==> config.mk <==
export PLATFORM = sky130hd
export DESIGN_NAME = button_event_decoder
export DESIGN_NICKNAME = d
export VERILOG_FILES = /design/src/rtl/button_event_decoder.sv
export SDC_FILE = /design/constraint.sdc
export NUM_CORES = 1
export LEC_CHECK = 0
export ABC_AREA = 1
export CAP_MARGIN = 20
export CORE_ASPECT_RATIO = 1.4
export CORE_MARGIN = 5
export CORE_UTILIZATION = 44
export CTS_CLUSTER_SIZE = 12
export DETAILED_ROUTE_END_ITERATION = 8
export PLACE_DENSITY_LB_ADDON = 0.3
export SLEW_MARGIN = 5
export SYNTH_ARGS = -nofsm -noshare
export SYNTH_HDL_FRONTEND = slang
export SYNTH_SLANG_ARGS = --single-unit
export TNS_END_PERCENT = 50
==> constraint.sdc <==
create_clock -name clk -period 2.8 [get_ports clk]
set_input_delay 0.56 -clock clk [delete_from_list [all_inputs] [get_ports clk]]
set_output_delay 0.56 -clock clk [all_outputs]
set_load 0.05 [all_outputs]
==> src/rtl/button_event_decoder.sv <==
// Classifies debounced button gestures into one-cycle event pulses.
// A single shared counter times the long-press hold, the double-click gap and the auto-repeat period.
module button_event_decoder #(
    parameter int unsigned CNT_W          = 26,
    parameter int unsigned LONG_CYCLES    = 50000000,
    parameter int unsigned DBL_GAP_CYCLES = 12500000,
    parameter int unsigned REPEAT_CYCLES  = 10000000
) (
    input  logic       clk,
    input  logic       rstn,
    input  logic       btn,
    output logic       press_pulse,
    output logic       release_pulse,
    output logic       short_press,
    output logic       double_click,
    output logic       long_press,
    output logic       repeat_pulse,
    output logic [2:0] state_o
);

    typedef enum logic [2:0] {
        ST_IDLE           = 3'd0,
        ST_PRESSED        = 3'd1,
        ST_WAIT_SECOND    = 3'd2,
        ST_SECOND_PRESSED = 3'd3,
        ST_LONG_HELD      = 3'd4
    } state_t;

    localparam logic [CNT_W-1:0] LONG_LAST   = CNT_W'(LONG_CYCLES - 32'd1);
    localparam logic [CNT_W-1:0] GAP_LAST    = CNT_W'(DBL_GAP_CYCLES - 32'd1);
    localparam logic [CNT_W-1:0] REPEAT_LAST = CNT_W'(REPEAT_CYCLES - 32'd1);
    localparam logic [CNT_W-1:0] CNT_MAX     = {CNT_W{1'b1}};
    localparam logic [CNT_W-1:0] CNT_ZERO    = {CNT_W{1'b0}};
    localparam logic [CNT_W-1:0] CNT_ONE     = CNT_W'(32'd1);
    localparam logic             REPEAT_EN   = (REPEAT_CYCLES != 32'd0);

    state_t           r_state;
    logic [CNT_W-1:0] r_cnt;
    logic             r_btn_d;
    logic             r_press;
    logic             r_release;
    logic             r_short;
    logic             r_double;
    logic             r_long;
    logic             r_repeat;

    logic             w_rise;
    logic             w_fall;

    assign w_rise = btn & ~r_btn_d;
    assign w_fall = ~btn & r_btn_d;

    assign press_pulse   = r_press;
    assign release_pulse = r_release;
    assign short_press   = r_short;
    assign double_click  = r_double;
    assign long_press    = r_long;
    assign repeat_pulse  = r_repeat;
    assign state_o       = r_state;

    // Gesture FSM: state, shared timer, edge-detect history and registered event pulses.
    always_ff @(posedge clk or negedge rstn) begin
        if (!rstn) begin
            r_state   <= ST_IDLE;
            r_cnt     <= CNT_ZERO;
            r_btn_d   <= 1'b0;
            r_press   <= 1'b0;
            r_release <= 1'b0;
            r_short   <= 1'b0;
            r_double  <= 1'b0;
            r_long    <= 1'b0;
            r_repeat  <= 1'b0;
        end else begin
            r_btn_d   <= btn;
            r_press   <= 1'b0;
            r_release <= 1'b0;
            r_short   <= 1'b0;
            r_double  <= 1'b0;
            r_long    <= 1'b0;
            r_repeat  <= 1'b0;
            case (r_state)
                ST_IDLE: begin
                    if (w_rise) begin
                        r_state <= ST_PRESSED;
                        r_cnt   <= CNT_ZERO;
                        r_press <= 1'b1;
                    end else begin
                        r_cnt   <= CNT_ZERO;
                    end
                end
                ST_PRESSED: begin
                    if (w_fall) begin
                        r_state   <= ST_WAIT_SECOND;
                        r_cnt     <= CNT_ZERO;
                        r_release <= 1'b1;
                    end else if (r_cnt == LONG_LAST) begin
                        r_state <= ST_LONG_HELD;
                        r_cnt   <= CNT_ZERO;
                        r_long  <= 1'b1;
                    end else begin
                        r_cnt   <= r_cnt + CNT_ONE;
                    end
                end
                // A rise on the timeout edge still counts as the second press.
                ST_WAIT_SECOND: begin
                    if (w_rise) begin
                        r_state <= ST_SECOND_PRESSED;
                        r_cnt   <= CNT_ZERO;
                        r_press <= 1'b1;
                    end else if (r_cnt == GAP_LAST) begin
                        r_state <= ST_IDLE;
                        r_cnt   <= CNT_ZERO;
                        r_short <= 1'b1;
                    end else begin
                        r_cnt   <= r_cnt + CNT_ONE;
                    end
                end
                ST_SECOND_PRESSED: begin
                    if (w_fall) begin
                        r_state   <= ST_IDLE;
                        r_cnt     <= CNT_ZERO;
                        r_release <= 1'b1;
                        r_double  <= 1'b1;
                    end else if (r_cnt == LONG_LAST) begin
                        r_state <= ST_LONG_HELD;
                        r_cnt   <= CNT_ZERO;
                        r_long  <= 1'b1;
                    end else begin
                        r_cnt   <= r_cnt + CNT_ONE;
                    end
                end
                ST_LONG_HELD: begin
                    if (w_fall) begin
                        r_state   <= ST_IDLE;
                        r_cnt     <= CNT_ZERO;
                        r_release <= 1'b1;
                    end else if (REPEAT_EN && (r_cnt == REPEAT_LAST)) begin
                        r_cnt    <= CNT_ZERO;
                        r_repeat <= 1'b1;
                    end else if (r_cnt != CNT_MAX) begin
                        r_cnt    <= r_cnt + CNT_ONE;
                    end else begin
                        r_cnt    <= r_cnt;
                    end
                end
                default: begin
                    r_state <= ST_IDLE;
                    r_cnt   <= CNT_ZERO;
                end
            endcase
        end
    end

endmodule
==> key figures <==
Setup path
  • Setup CP Type: register to register
  • Crit. End Element: register
  • CP required: 2.96 ns
  • Worst Path Max Fanout: 20
  • R2R Setup Slk: 0.50 ns
  • Crit path DAT: 2.45 ns
  • CP Launch Type: register

Die
  • Core area: 5450 sq um
  • # rows: 32
  • Die width: 73.0 microns
  • Die Ht: 98.2 microns
  • I/O pins: 12
  • Starting Density: 44.9%
  • Die Footprint: 7170 sq um

STA
  • Final period util: 82.0%
  • Worst Skew: 0.00426 ns
  • Peak Freq: 0.435 GHz
  • Slew @ Worst Pin: 0.805 ns
  • Max-slew headroom: 46.4%
  • Final Critical Period: 2.30 ns
  • Setup TNS: 0 ns
  • RSZ-0062 raised after global routing: false
  • # setup viols final: 0
  • Final Hold Viols: 0
  • Max-slew violation count: 0

Logic synthesis
  • Largest area contributor in the netlist: dfrtp_1
  • Most common flop cell mapped by yosys: dfrtp_1
  • Cell area after synthesis: 2440 sq um
  • Syn Nets: 355
  • Number of synthesized flops with an enable pin: 0
  • Share of the synthesized area in the top cell type: 36.9%
  • Area contributors post-synth: dfrtp_1, nand2_1, nor2_1, inv_1, xor2_1
  • Synthesis-stage register bit count: 36
  • Post-synth top cells: nand2_1, nor2_1, inv_1
  • Fraction of registers with async set/reset: 100%
  • Gate Count Post-Synth: 351
  • Ys Warns: 0
  • Netlist cell types: 29
  • Sequential fraction of the synthesis area: 36.9%
  • Most common cell in the netlist: nand2_1
  • Mean post-synth cell area: 6.96 sq um

Power and ir drop
  • Comb pwr share: 27.9%
  • Sw Ratio: 34.5%
  • P_int: 984 uW
  • Seq pwr share: 38.3%
  • Sw power: 518 uW
  • Static Leak: 1.16 nW
  • Clk pwr share: 33.8%
  • Worst vdd ir: 215 uV
  • Pwr Total: 1.50 mW
  • Power Dens Cells: 550 nW/um^2

CTS
  • # H-tree levels: 2
  • CTS root buffer: clkbuf_8
  • Number of CTS-inserted buffers: 5
  • Clk buf depth: 2
  • Post-cts resize count: 0
  • Clock Latency Late Sink: 0.30 ns
  • CTS tree: built
  • Hold-fix buffers at CTS: 0
  • CTS clk-pin slew, worst paths: 0.07 ns
  • Clock sinks: 36
  • Post-CTS Setup Bufs: 0

Drt
  • WL/cell: 14.3 microns
  • Vias/cell: 5.26
  • Final ANT Viol Nets: 0
  • Total number of vias: 2290
  • DRC viols: 0
  • Iter 0 DRT Violations: 93
  • WL final: 6.22 mm
  • Pre-antenna DRT Iters: 4

Global routing
  • GRT overflow: 0
  • Most Crowded Layer GR: met2
  • All-Layer GR Usage: 19.3%
  • Met3 Track Usage GR: 3.91%
  • First-pass GRT wire length: 10.7 mm
  • GR Util met2: 31.4%
  • GR Util met1: 21.7%
  • Largest net degree at the start of global routing: 37
  • Initial antenna violation count: 0
  • Number of global-route vias before repair: 2284

Final layout
  • Fin cells: 435
  • Nets: 370
  • Diode count: 0
  • Area Overhead vs Synth: 11.8%
  • Layout cell share with drive strength beyond 1: 10.9%
  • Register area: 901 sq um
  • Post-Layout Inst Area: 2730 sq um
  • Number of fill cells in the layout: 594
  • Multi-input logic area: 1320 sq um

Placed design
  • Cells after DPL: 427
  • DP Wirelength: 4.90 mm
  • Final GP Congestion: 0.924
  • Post-DP Area: 2610 sq um
  • Number of port buffers: 11

Min path
  • Path type of the worst min-delay path: input port to async pin

Run
  • Maxcap violations: 0

Status
  • Status: finished clean
state kept, by name, summed over array words and instances, names as in the netlist:
| register | cells |
|---|---|
| press_pulse | 1 |
| r_cnt | 26 |
| state_o | 3 |
| long_press | 1 |
| double_click | 1 |
| short_press | 1 |
| repeat_pulse | 1 |
| r_btn_d | 1 |
| release_pulse | 1 |
final timing paths:
kind,depth (start not counted),to,start
setup / recovery,10,r_cnt[17]$_DFFE_PN0P_,r_cnt[0]$_DFFE_PN0P_
hold / removal,1,r_cnt[5]$_DFFE_PN0P_,rstn
setup reg to reg,10,r_cnt[17]$_DFFE_PN0P_,r_cnt[0]$_DFFE_PN0P_
hold reg to reg,1,press_pulse$_DFF_PN0_,state_o[0]$_DFFE_PN0P_
max in group asynchronous,1,r_cnt[17]$_DFFE_PN0P_,rstn
min in group clk,1,press_pulse$_DFF_PN0_,state_o[0]$_DFFE_PN0P_
area by class of cell:
| cell class | count | area share (%) |
|---|---|---|
| tap | 68 | 3.11 |
| clock buffer | 7 | 3.53 |
| clock inverter | 1 | 1.10 |
| inverter | 45 | 6.18 |
| sequential | 36 | 33.0 |
| timing repair buffer | 14 | 4.67 |
| multi-input combinational | 264 | 48.4 |
routing by layer:
metal,vias to the layer above,wire length [microns]
met2,63,3130
met5,-,0
met1,1065,2360
li1,1131,-
met3,31,293
met4,0,439
metrics by stage:
step / utilization [%] / hold slack, ns / setup WS (ns)
floorplan: - / 0.264 / 0.988
global placement: 47.8 / 0.494 / 0.510
detailed placement: 47.8 / 0.512 / 0.415
CTS: 50.2 / 0.387 / 0.461
global route: 50.2 / 0.437 / 0.301
finish: 50.2 / 0.351 / 0.504
cell usage in the layout, fill, tap and decap left out, drive strengths merged:
cell	n
bufinv	1
nor3	7
o211ai	1
nor2	78
xnor2	2
o21ai	22
a21oi	3
o2111ai	1
and3	1
ha	1
nand2	94
nand4	9
buf	4
xor2	15
inv	45
nor4	2
a21o	1
clkdlybuf4s50	10
clkbuf	7
nand3	26
dfrtp	36
nand3b	1
power groups by stage:
stage	registers [mW]	clock network [mW]	logic, mW
floorplan	0.654	0	0.241
global placement	0.585	0	0.418
detailed placement	0.587	0	0.424
CTS	0.577	0.518	0.425
global route	0.580	0.534	0.457
finish	0.576	0.508	0.419
cell families (layout without fill, tap and decap cells):
group / count (synthesis) / count (layout) / share of synthesized area [%]
and+or+nand+nor: 218 / 218 / 39.9
AOI/OAI and AO/OA: 28 / 28 / 7.63
buffers and inverters: 51 / 67 / 9.01
adders and majority gates: 1 / 1 / 0.512
xor gates and xnor gates: 17 / 17 / 6.09
DFF: 36 / 36 / 36.9
critical path, stage by stage, from the launching register on:
cell and delay [ns]:
dfrtp_1 0.36, ha_1 0.34, nand2_2 0.11, nor2_4 0.17, nand3_2 0.13, inv_2 0.08
nand3_1 0.11, nand2_1 0.16, nand2_2 0.08, nor2_4 0.45, o21ai_0 0.15
No activity file was read; power rests on OpenSTA's default activity.
